[config.mk]
export PLATFORM = sky130hd
export DESIGN_NAME = float_to_fixed_stage_flat
export DESIGN_NICKNAME = d
export VERILOG_FILES = /design/src/rtl/float_to_fixed_stage_if.sv /design/src/rtl/float_to_fixed_stage.sv /design/src/flat_wrapper.sv
export SDC_FILE = /design/constraint.sdc
export NUM_CORES = 1
export LEC_CHECK = 0
export ABC_AREA = 1
export BUFFER_PORTS_ARGS = -buffer_cell sky130_fd_sc_hd__buf_2
export CAP_MARGIN = 20
export CELL_PAD_IN_SITES_DETAIL_PLACEMENT = 2
export CELL_PAD_IN_SITES_GLOBAL_PLACEMENT = 2
export CORE_ASPECT_RATIO = 1.1
export CORE_MARGIN = 3
export CORE_UTILIZATION = 31
export CTS_CLUSTER_DIAMETER = 200
export DETAILED_ROUTE_END_ITERATION = 8
export PLACE_DENSITY = 0.83
export SYNTH_ARGS = -nofsm -noshare
export SYNTH_HDL_FRONTEND = slang
export SYNTH_SLANG_ARGS = --single-unit
[constraint.sdc]
create_clock -name clk -period 6.8 [get_ports clk]
set_clock_uncertainty 0.2 [all_clocks]
set_input_delay 1.02 -clock clk [delete_from_list [all_inputs] [get_ports clk]]
set_output_delay 1.02 -clock clk [all_outputs]
set_load 0.02 [all_outputs]
[src/rtl/float_to_fixed_stage_if.sv]
// Bus bundle for the float-to-fixed converter: input sample stream,
// output result stream and the per-result flags.
//
// Handshake: a sample moves from producer to consumer on a rising clock
// edge where valid and ready are both high. A producer holding valid keeps
// its payload stable until that edge; ready may depend combinationally on
// the consumer's own state but never on the producer's valid.
interface float_to_fixed_stage_if #(
  parameter int FIXED_W = 22
);
  logic               in_valid;
  logic               in_ready;
  logic [31:0]        float_in;
  logic               out_valid;
  logic               out_ready;
  logic [FIXED_W-1:0] fixed_out;
  logic               sat_flag;
  logic               nan_flag;

  // Environment side: supplies samples and accepts results.
  modport master (
    output in_valid, float_in, out_ready,
    input  in_ready, out_valid, fixed_out, sat_flag, nan_flag
  );

  // Converter side.
  modport slave (
    input  in_valid, float_in, out_ready,
    output in_ready, out_valid, fixed_out, sat_flag, nan_flag
  );
endinterface

[src/rtl/float_to_fixed_stage.sv]
// Three-stage IEEE-754 single-precision to signed fixed-point converter.
// S1 classifies and computes the alignment shift, S2 shifts/rounds the
// magnitude, S3 applies sign and saturation into the output registers.
// The whole pipeline advances together (global stall, bubbles kept).
module float_to_fixed_stage #(
  parameter int FIXED_W   = 22,
  parameter int FRAC_BITS = 20
) (
  input  logic                   clk,
  input  logic                   reset,
  float_to_fixed_stage_if.slave  bus
);

  // Wide enough for a 24-bit significand shifted left by up to FIXED_W-1.
  localparam int WIDE = 24 + FIXED_W;

  localparam logic [FIXED_W-1:0] MAX_POS = {1'b0, {(FIXED_W-1){1'b1}}};
  localparam logic [FIXED_W-1:0] MIN_NEG = {1'b1, {(FIXED_W-1){1'b0}}};

  typedef enum logic [1:0] {
    CLS_ZERO,
    CLS_NORM,
    CLS_INF,
    CLS_NAN
  } cls_t;

  logic advance;

  // Stage 1 registers
  logic              v1;
  logic              s1_sign;
  cls_t              s1_cls;
  logic [23:0]       s1_mant;
  logic signed [9:0] s1_k;

  // Stage 2 registers
  logic               v2;
  logic               s2_sign;
  cls_t               s2_cls;
  logic               s2_big;
  logic [FIXED_W-1:0] s2_mag;

  // Unpacked input fields
  logic [7:0]  in_exp;
  logic [22:0] in_frac;

  assign in_exp  = bus.float_in[30:23];
  assign in_frac = bus.float_in[22:0];

  // Everything moves when the output slot is empty or being drained.
  assign advance      = bus.out_ready | ~bus.out_valid;
  assign bus.in_ready = advance;

  // S1: classify the input and compute the signed alignment shift.
  always_ff @(posedge clk) begin
    if (reset) begin
      v1      <= 1'b0;
      s1_sign <= 1'b0;
      s1_cls  <= CLS_ZERO;
      s1_mant <= '0;
      s1_k    <= '0;
    end else if (advance) begin
      v1      <= bus.in_valid;
      s1_sign <= bus.float_in[31];
      s1_mant <= {1'b1, in_frac};
      s1_k    <= 10'({2'b00, in_exp}) - 10'd150 + 10'(FRAC_BITS);
      if (in_exp == 8'hFF)
        s1_cls <= (in_frac != '0) ? CLS_NAN : CLS_INF;
      else if (in_exp == 8'h00)
        s1_cls <= CLS_ZERO;
      else
        s1_cls <= CLS_NORM;
    end
  end

  // S2 combinational shift/round of the magnitude.
  logic [WIDE-1:0] wide_mag;
  logic [9:0]      rsh;
  logic [25:0]     rnd_sum;
  logic            shift_big;

  // Left shift for k >= 0, round-half-away right shift for k < 0.
  always_comb begin
    wide_mag  = '0;
    rsh       = '0;
    rnd_sum   = '0;
    shift_big = 1'b0;
    if (!s1_k[9]) begin
      if ($unsigned(s1_k) >= 10'(FIXED_W))
        shift_big = 1'b1;
      else
        wide_mag = WIDE'(s1_mant) << $unsigned(s1_k);
    end else begin
      rsh = $unsigned(-s1_k);
      // Anything shifted past 25 places is below half an LSB.
      if (rsh <= 10'd25) begin
        rnd_sum  = 26'(s1_mant) + (26'd1 << (rsh - 10'd1));
        wide_mag = WIDE'(rnd_sum >> rsh);
      end
    end
  end

  // S2 registers: magnitude low bits plus "too big even for -2^(W-1)" flag.
  always_ff @(posedge clk) begin
    if (reset) begin
      v2      <= 1'b0;
      s2_sign <= 1'b0;
      s2_cls  <= CLS_ZERO;
      s2_big  <= 1'b0;
      s2_mag  <= '0;
    end else if (advance) begin
      v2      <= v1;
      s2_sign <= s1_sign;
      s2_cls  <= s1_cls;
      s2_big  <= shift_big | (|wide_mag[WIDE-1:FIXED_W]);
      s2_mag  <= wide_mag[FIXED_W-1:0];
    end
  end

  // S3 combinational sign/saturate.
  logic [FIXED_W-1:0] res_fixed;
  logic               res_sat;
  logic               res_nan;

  // Magnitude exactly 2^(W-1) is legal only as the negative extreme.
  always_comb begin
    res_fixed = '0;
    res_sat   = 1'b0;
    res_nan   = 1'b0;
    case (s2_cls)
      CLS_NAN: res_nan = 1'b1;
      CLS_INF: begin
        res_fixed = s2_sign ? MIN_NEG : MAX_POS;
        res_sat   = 1'b1;
      end
      CLS_NORM: begin
        if (s2_sign && !s2_big && (s2_mag == MIN_NEG)) begin
          res_fixed = MIN_NEG;
        end else if (s2_big || s2_mag[FIXED_W-1]) begin
          res_fixed = s2_sign ? MIN_NEG : MAX_POS;
          res_sat   = 1'b1;
        end else begin
          res_fixed = s2_sign ? (~s2_mag + 1'b1) : s2_mag;
        end
      end
      default: res_fixed = '0;
    endcase
  end

  // S3 output registers; held with their flags while stalled.
  always_ff @(posedge clk) begin
    if (reset) begin
      bus.out_valid <= 1'b0;
      bus.fixed_out <= '0;
      bus.sat_flag  <= 1'b0;
      bus.nan_flag  <= 1'b0;
    end else if (advance) begin
      bus.out_valid <= v2;
      bus.fixed_out <= res_fixed;
      bus.sat_flag  <= res_sat;
      bus.nan_flag  <= res_nan;
    end
  end

endmodule

[src/flat_wrapper.sv]
// flat-port wrapper written by rule: the top's interface ports become plain ports
module float_to_fixed_stage_flat 
#(
  parameter int FIXED_W   = 22,
  parameter int FRAC_BITS = 20
)
  (clk, reset, bus_in_valid, bus_float_in, bus_out_ready, bus_in_ready, bus_out_valid, bus_fixed_out, bus_sat_flag, bus_nan_flag);
  float_to_fixed_stage_if #(.FIXED_W(FIXED_W)) bus_i ();
  input  logic clk;
  input  logic reset;
  input wire logic [$bits(bus_i.in_valid)-1:0] bus_in_valid;
  input wire logic [$bits(bus_i.float_in)-1:0] bus_float_in;
  input wire logic [$bits(bus_i.out_ready)-1:0] bus_out_ready;
  output wire logic [$bits(bus_i.in_ready)-1:0] bus_in_ready;
  output wire logic [$bits(bus_i.out_valid)-1:0] bus_out_valid;
  output wire logic [$bits(bus_i.fixed_out)-1:0] bus_fixed_out;
  output wire logic [$bits(bus_i.sat_flag)-1:0] bus_sat_flag;
  output wire logic [$bits(bus_i.nan_flag)-1:0] bus_nan_flag;
  assign bus_i.in_valid = bus_in_valid;
  assign bus_i.float_in = bus_float_in;
  assign bus_i.out_ready = bus_out_ready;
  assign bus_in_ready = bus_i.in_ready;
  assign bus_out_valid = bus_i.out_valid;
  assign bus_fixed_out = bus_i.fixed_out;
  assign bus_sat_flag = bus_i.sat_flag;
  assign bus_nan_flag = bus_i.nan_flag;
  float_to_fixed_stage #(.FIXED_W(FIXED_W), .FRAC_BITS(FRAC_BITS)) u_core (.clk(clk), .reset(reset), .bus(bus_i));
endmodule
# Word level (Yosys, flattened, before mapping)
# Index checks and enable logic that the tools add are counted.
op_classes:
  n_addsub: 6
  n_eq_ne: 5
  reduce_logical: 7
  magnitude_cmp: 2
  n_bitwise: 4
  mux: 17
  n_shift: 3
ops:
  columns: ["operator", "count"]
  rows:
  - ["2-to-1 mux 46 bit", 3]
  - ["2-to-1 mux 22 bit", 4]
  - ["<< shifter 24 x 10 -> 46 bit", 1]
  - [">> shifter 26 x 10 -> 46 bit", 1]
  - ["one-hot mux 22 bit (2 select lines)", 1]
  - ["adder 24 x 26 -> 26 bit", 1]
  - ["<< shifter 1 x 10 -> 26 bit (first input constant)", 1]
  - ["OR reduction 24 bit", 1]
  - ["nonzero test 23 bit", 1]
  - ["adder 22 x 1 -> 22 bit (second input constant)", 1]
  - ["== test 22 bit (second input constant)", 1]
  - ["inverter 22 bit", 1]
  - ["adder 10 x 5 -> 10 bit (second input constant)", 1]
  - [">= comparator 10 x 5 -> 1 bit (second input constant)", 1]
  - ["<= comparator 10 x 5 -> 1 bit (second input constant)", 1]
  - ["negation 10 bit", 1]
  - ["subtractor 10 x 1 -> 10 bit (second input constant)", 1]
  - ["subtractor 8 x 8 -> 9 bit (second input constant)", 1]
  - ["== test 8 bit (second input constant)", 1]
  - ["zero test 8 bit", 1]
  - ["2-to-1 mux 1 bit", 7]
  - ["== test 2 bit (second input constant)", 2]
  - ["== test 2 x 1 -> 1 bit (second input constant)", 1]
  - ["logical AND 1 bit", 2]
  - ["6 further kinds", 7]
word_totals:
  register_bits: 90
  in_bits: 36

# Longest topological paths before layout
logic_depth:
  word_depth: 9
  ltp_mapped: 45

# Least setup slack after synthesis
# OpenSTA, ideal clock, no wires.
synth_path:
  path_kind: "register -> register"
  from: "register u_core.s1_k[0]"
  to: "register u_core.s2_mag[9]"
  slack_ns: 1.339
  path_stages_with_launch: 40
  t_arrival_ns: 5.142
  setup_time_ns: 0.119
  cell_sequence: "dfxtp_1 -> inv_2 -> clkbuf_1 -> buf_2 -> buf_1 -> ha_1 -> buf_2 -> inv_2 -> nand2_1 -> a21oi_1 -> nand2_1 -> nor2_1 -> nand3_1 -> nand2_1 -> nand4_1 -> inv_2 -> nand2_2 -> nor2_2 -> (+4 left out) -> inv_1 -> fa_1 -> inv_1 -> nand3_1 -> nand2_1 -> a21boi_0 -> o21ai_1 -> a21boi_0 -> or2_1 -> nand3_1 -> o21ai_1 -> or2_1 -> nand3_1 -> nand2_1 -> a21oi_1 -> nand2_1 -> nand2_1 -> a21oi_1"
synth_between:
  elab_chain_len: 7
synth_rtl:
  columns: ["element", "line_no", "source"]
  rows:
  - ["start: declaration", "float_to_fixed_stage.sv:34", "logic signed [9:0] s1_k;"]
  - ["start signal: assignment", "float_to_fixed_stage.sv:66", "s1_k <= 10'({2'b00, in_exp}) - 10'd150 + 10'(FRAC_BITS);"]
  - ["negation 10 bit", "float_to_fixed_stage.sv:94", "rsh = $unsigned(-s1_k);"]
  - ["subtractor 10 x 1 -> 10 bit", "float_to_fixed_stage.sv:97", "rnd_sum = 26'(s1_mant) + (26'd1 << (rsh - 10'd1));"]
  - ["<< shifter 1 x 10 -> 26 bit", "float_to_fixed_stage.sv:97", null]
  - ["adder 24 x 26 -> 26 bit", "float_to_fixed_stage.sv:97", null]
  - [">> shifter 26 x 10 -> 46 bit", "float_to_fixed_stage.sv:98", "wide_mag = WIDE'(rnd_sum >> rsh);"]
  - ["2-to-1 mux 46 bit", "float_to_fixed_stage.sv:96", "if (rsh <= 10'd25) begin"]
  - ["2-to-1 mux 46 bit *", "float_to_fixed_stage.sv:88", "if (!s1_k[9]) begin"]
  - ["end signal: assignment", "float_to_fixed_stage.sv:116", "s2_mag <= wide_mag[FIXED_W-1:0];"]
  - ["end: declaration", "float_to_fixed_stage.sv:41", "logic [FIXED_W-1:0] s2_mag;"]
# Mark *: on every way between the ends. The rest lies on a longest branch, timed or not.
# A chain may end at the register's enable or synchronous reset.

# Worst setup path in the final report
layout_path:
  from: "register u_core.s1_k[2]"
  to: "register u_core.s2_mag[8]"
# The elaborated chain is that of the path after synthesis.

==> results.toml <==
[status]
status = "complete, no violations"

[place]
hpwl_um = 31850
pre_cts_slack_ps = 730.1
io_buffers = 61
gp_congestion = 0.9048

[cts]
cts_buffer_depth = 2
ctsResizeCount = 0
cts_tree = "yes"
cts-root-buf = "clkbuf_16"
clock-sinks = 90
numCtsBuffers = 9
hold_buffers = 0
htree_levels = 3
clk_latency_ps = 360
clkTransAtPathRegs_ps = 70
cts_setup_buffers = 0

[drt]
wl_per_cell_um = 20.34
routed_wl_um = 40120
drtIter0Drc = 612
drtPass1Iterations = 4
vias = 11150
vias_per_cell = 5.652
ant_nets = 0
drc = 0

[die]
row_count = 65
die_y_um = 185.6
initial_core_util_pct = 31.57
die_w_um = 169.3
core_area_um2 = 28790
io_pins = 62
dieArea_um2 = 31410

[logic_synthesis]
synth_area_per_cell_um2 = 5.713
synth_cell_type_count = 55
ys_top_cells_by_area = "dfxtp_1 20%, nand2_1 17%, o21ai_0 11%, a21oi_1 7.8%, nand3_1 7.7%"
synth_xor_area_share_pct = 1.748
ys_seq_area_share_pct = 19.82
synth_top_area_cell = "dfxtp_1"
synthFlopType = "dfxtp_1"
synthCells = 1591
synth_most_common_cell = "nand2_1"
ys_top_cells_by_count = "405 x nand2_1, 203 x o21ai_0, 142 x a21oi_1"
ys_seq_elements = 90
synth_area_um2 = 9089
synth_top_family_by_area = "simple AND/OR/NAND/NOR gates"
synthSimpleGateAreaFrac_pct = 38.67
synth_top_area_share_pct = 19.82
synth-edff-count = 0
async_reset_ff_share_pct = 0
synth_warnings = 0
synth.area.mux_share_pct = 1.211
synth_fa_ha_area_share_pct = 4.763
synth_fp_nets = 1661
synth_compound_area_share_pct = 23.97

[power]
p_int_mw = 1.057
sw_frac_of_total_pct = 43.91
irDropWorstVdd_uv = 102.5
total_power_mw = 1.884
p_per_area_nw_per_um2 = 189.1
power.switching_mw = 0.8274
pwr-share-clk_pct = 27.8
pwr-share-comb_pct = 40.3
power.leakage_nw = 4.435
pwr-share-seq_pct = 31.8

[sta]
worst_pin_slew_ps = 1261
fin_ws_ps = 588.1
hold_viol = 0
finalSetupViolCount = 0
drv_slew = 0
fin_setup_tns_ps = 0
rsz0062_at_grt = "false"
finalCritPeriodShare_pct = 91.35
max_freq_mhz = 161.0
finalWorstPathRequiredPeriod_ps = 6212
relSlewSlack_pct = 14.85

[global_routing]
grt_first_pass_wirelength_um = 63560
antenna_found_initial = 0
grt_max_degree = 103
grt_pass1_vias = 11660
gr-total-overflow = 0
grt_usage_pct = 25.36

[critical_path]
crit_path_top_delay_cell = "dfxtp_1"
crit_path_max_incr_delay_ps = 720
critPathArrivalTime_ps = 6300
end_kind = "flip-flop"
crit_type = "flip-flop to flip-flop"
crit_fanout = 17
startpoint_type = "flip-flop"
cpMostUsedCell = "nand2_1"
crit_buf_inv = 3
crit_family = "simple AND/OR/NAND/NOR gates"
critPathRequiredTime_ps = 6880

[layout]
multiInputGateArea_um2 = 6402
syn_to_final_growth_pct = 9.637
fill_cells = 3751
seq_area_um2 = 1802
layout-drive-gt1-share_pct = 9.040
diodes = 0
fin_nets = 1670

[run]
cap_violations = 0

[hold_path]
hold_class = "flip-flop to flip-flop"
==> tightest hold or removal path, stage by stage, from the launching register on <==
cell     delay (ps)
dfxtp_1         310
nand2_1          60
a21oi_1          50
==> layout make-up <==
type / instances / area share, %
Clock buffer: 10 / 2.298
Tap cell: 368 / 4.621
Clock inverter: 5 / 0.6529
Sequential cell: 90 / 18.08
Inverter: 148 / 5.600
Multi-Input combinational cell: 1271 / 64.25
Timing Repair Buffer: 80 / 4.495
==> flip-flops by register name, summed over array words and instances, names as in the netlist <==
name	flops
u_core.s2_sign	1
u_core.bus.sat_flag	1
u_core.s2_cls	2
u_core.s1_mant	24
u_core.v1	1
u_core.v2	1
u_core.s2_big	1
u_core.s1_cls	2
u_core.bus.fixed_out	22
u_core.bus.nan_flag	1
u_core.s1_k	10
u_core.bus.out_valid	1
u_core.s2_mag	22
u_core.s1_sign	1
==> cell usage in the layout, fill, tap and decap left out, drive strengths merged, types with 10 or more instances in the layout <==
cell      n
a21oi   142
o211ai   15
dfxtp    90
nor4     13
clkbuf   10
mux2i    11
ha       33
o21ai   211
nand3   143
or2      19
nand2   411
buf      80
nor2    144
nor3     28
nand4    38
inv     143
==> final timing paths <==
| check | start | endpoint | slack [ps] | depth (start not counted) |
|---|---|---|---|---|
| worst max-delay path | u_core.s1_k[2] | u_core.s2_mag[8] | 590 | 34 |
| worst min-delay path | u_core.bus.fixed_out[18] | u_core.bus.fixed_out[18] | 270 | 2 |
| worst max register to register | u_core.s1_k[2] | u_core.s2_mag[8] | 590 | 34 |
| worst min register to register | u_core.bus.fixed_out[18] | u_core.bus.fixed_out[18] | 270 | 2 |
==> stage by stage <==
step                      hold WS [ps]  util [%]  instance area, um2  cells
after floorplan                  229.7         -                9089   1591
after global placement           241.1     33.56                9663   1956
after detailed placement         253.6     33.56                9663   1956
after CTS                        265.8     34.59                9957   1971
after global routing             287.4     34.61                9965   1972
final                            265.0     34.61                9965   1972
==> kinds of logic (layout without fill, tap and decap cells) <==
family                     after synthesis  in the layout
xor gates and xnor gates                16             16
adders and majority gates               34             34
and+or+nand+nor                        803            803
DFF                                     90             90
buffers and inverters                  230            243
muxes                                   11             11
AOI/OAI and AO/OA                      407            407
==> power groups by stage <==
stage | registers, mW | logic [mW] | clock network [mW]
after floorplan | 0.594 | 0.520 | 0
after global placement | 0.608 | 0.712 | 0
final | 0.600 | 0.760 | 0.525
after detailed placement | 0.610 | 0.742 | 0
after CTS | 0.599 | 0.753 | 0.534
after global routing | 0.604 | 0.848 | 0.553
==> metal layers <==
metal  global-route usage, %  share of wire [%]
met5                       0                  0
met4                   8.802                3.2
met3                   2.400                2.2
met2                   46.31                 51
met1                   31.13                 44
Power figures use the tool's default switching activity.
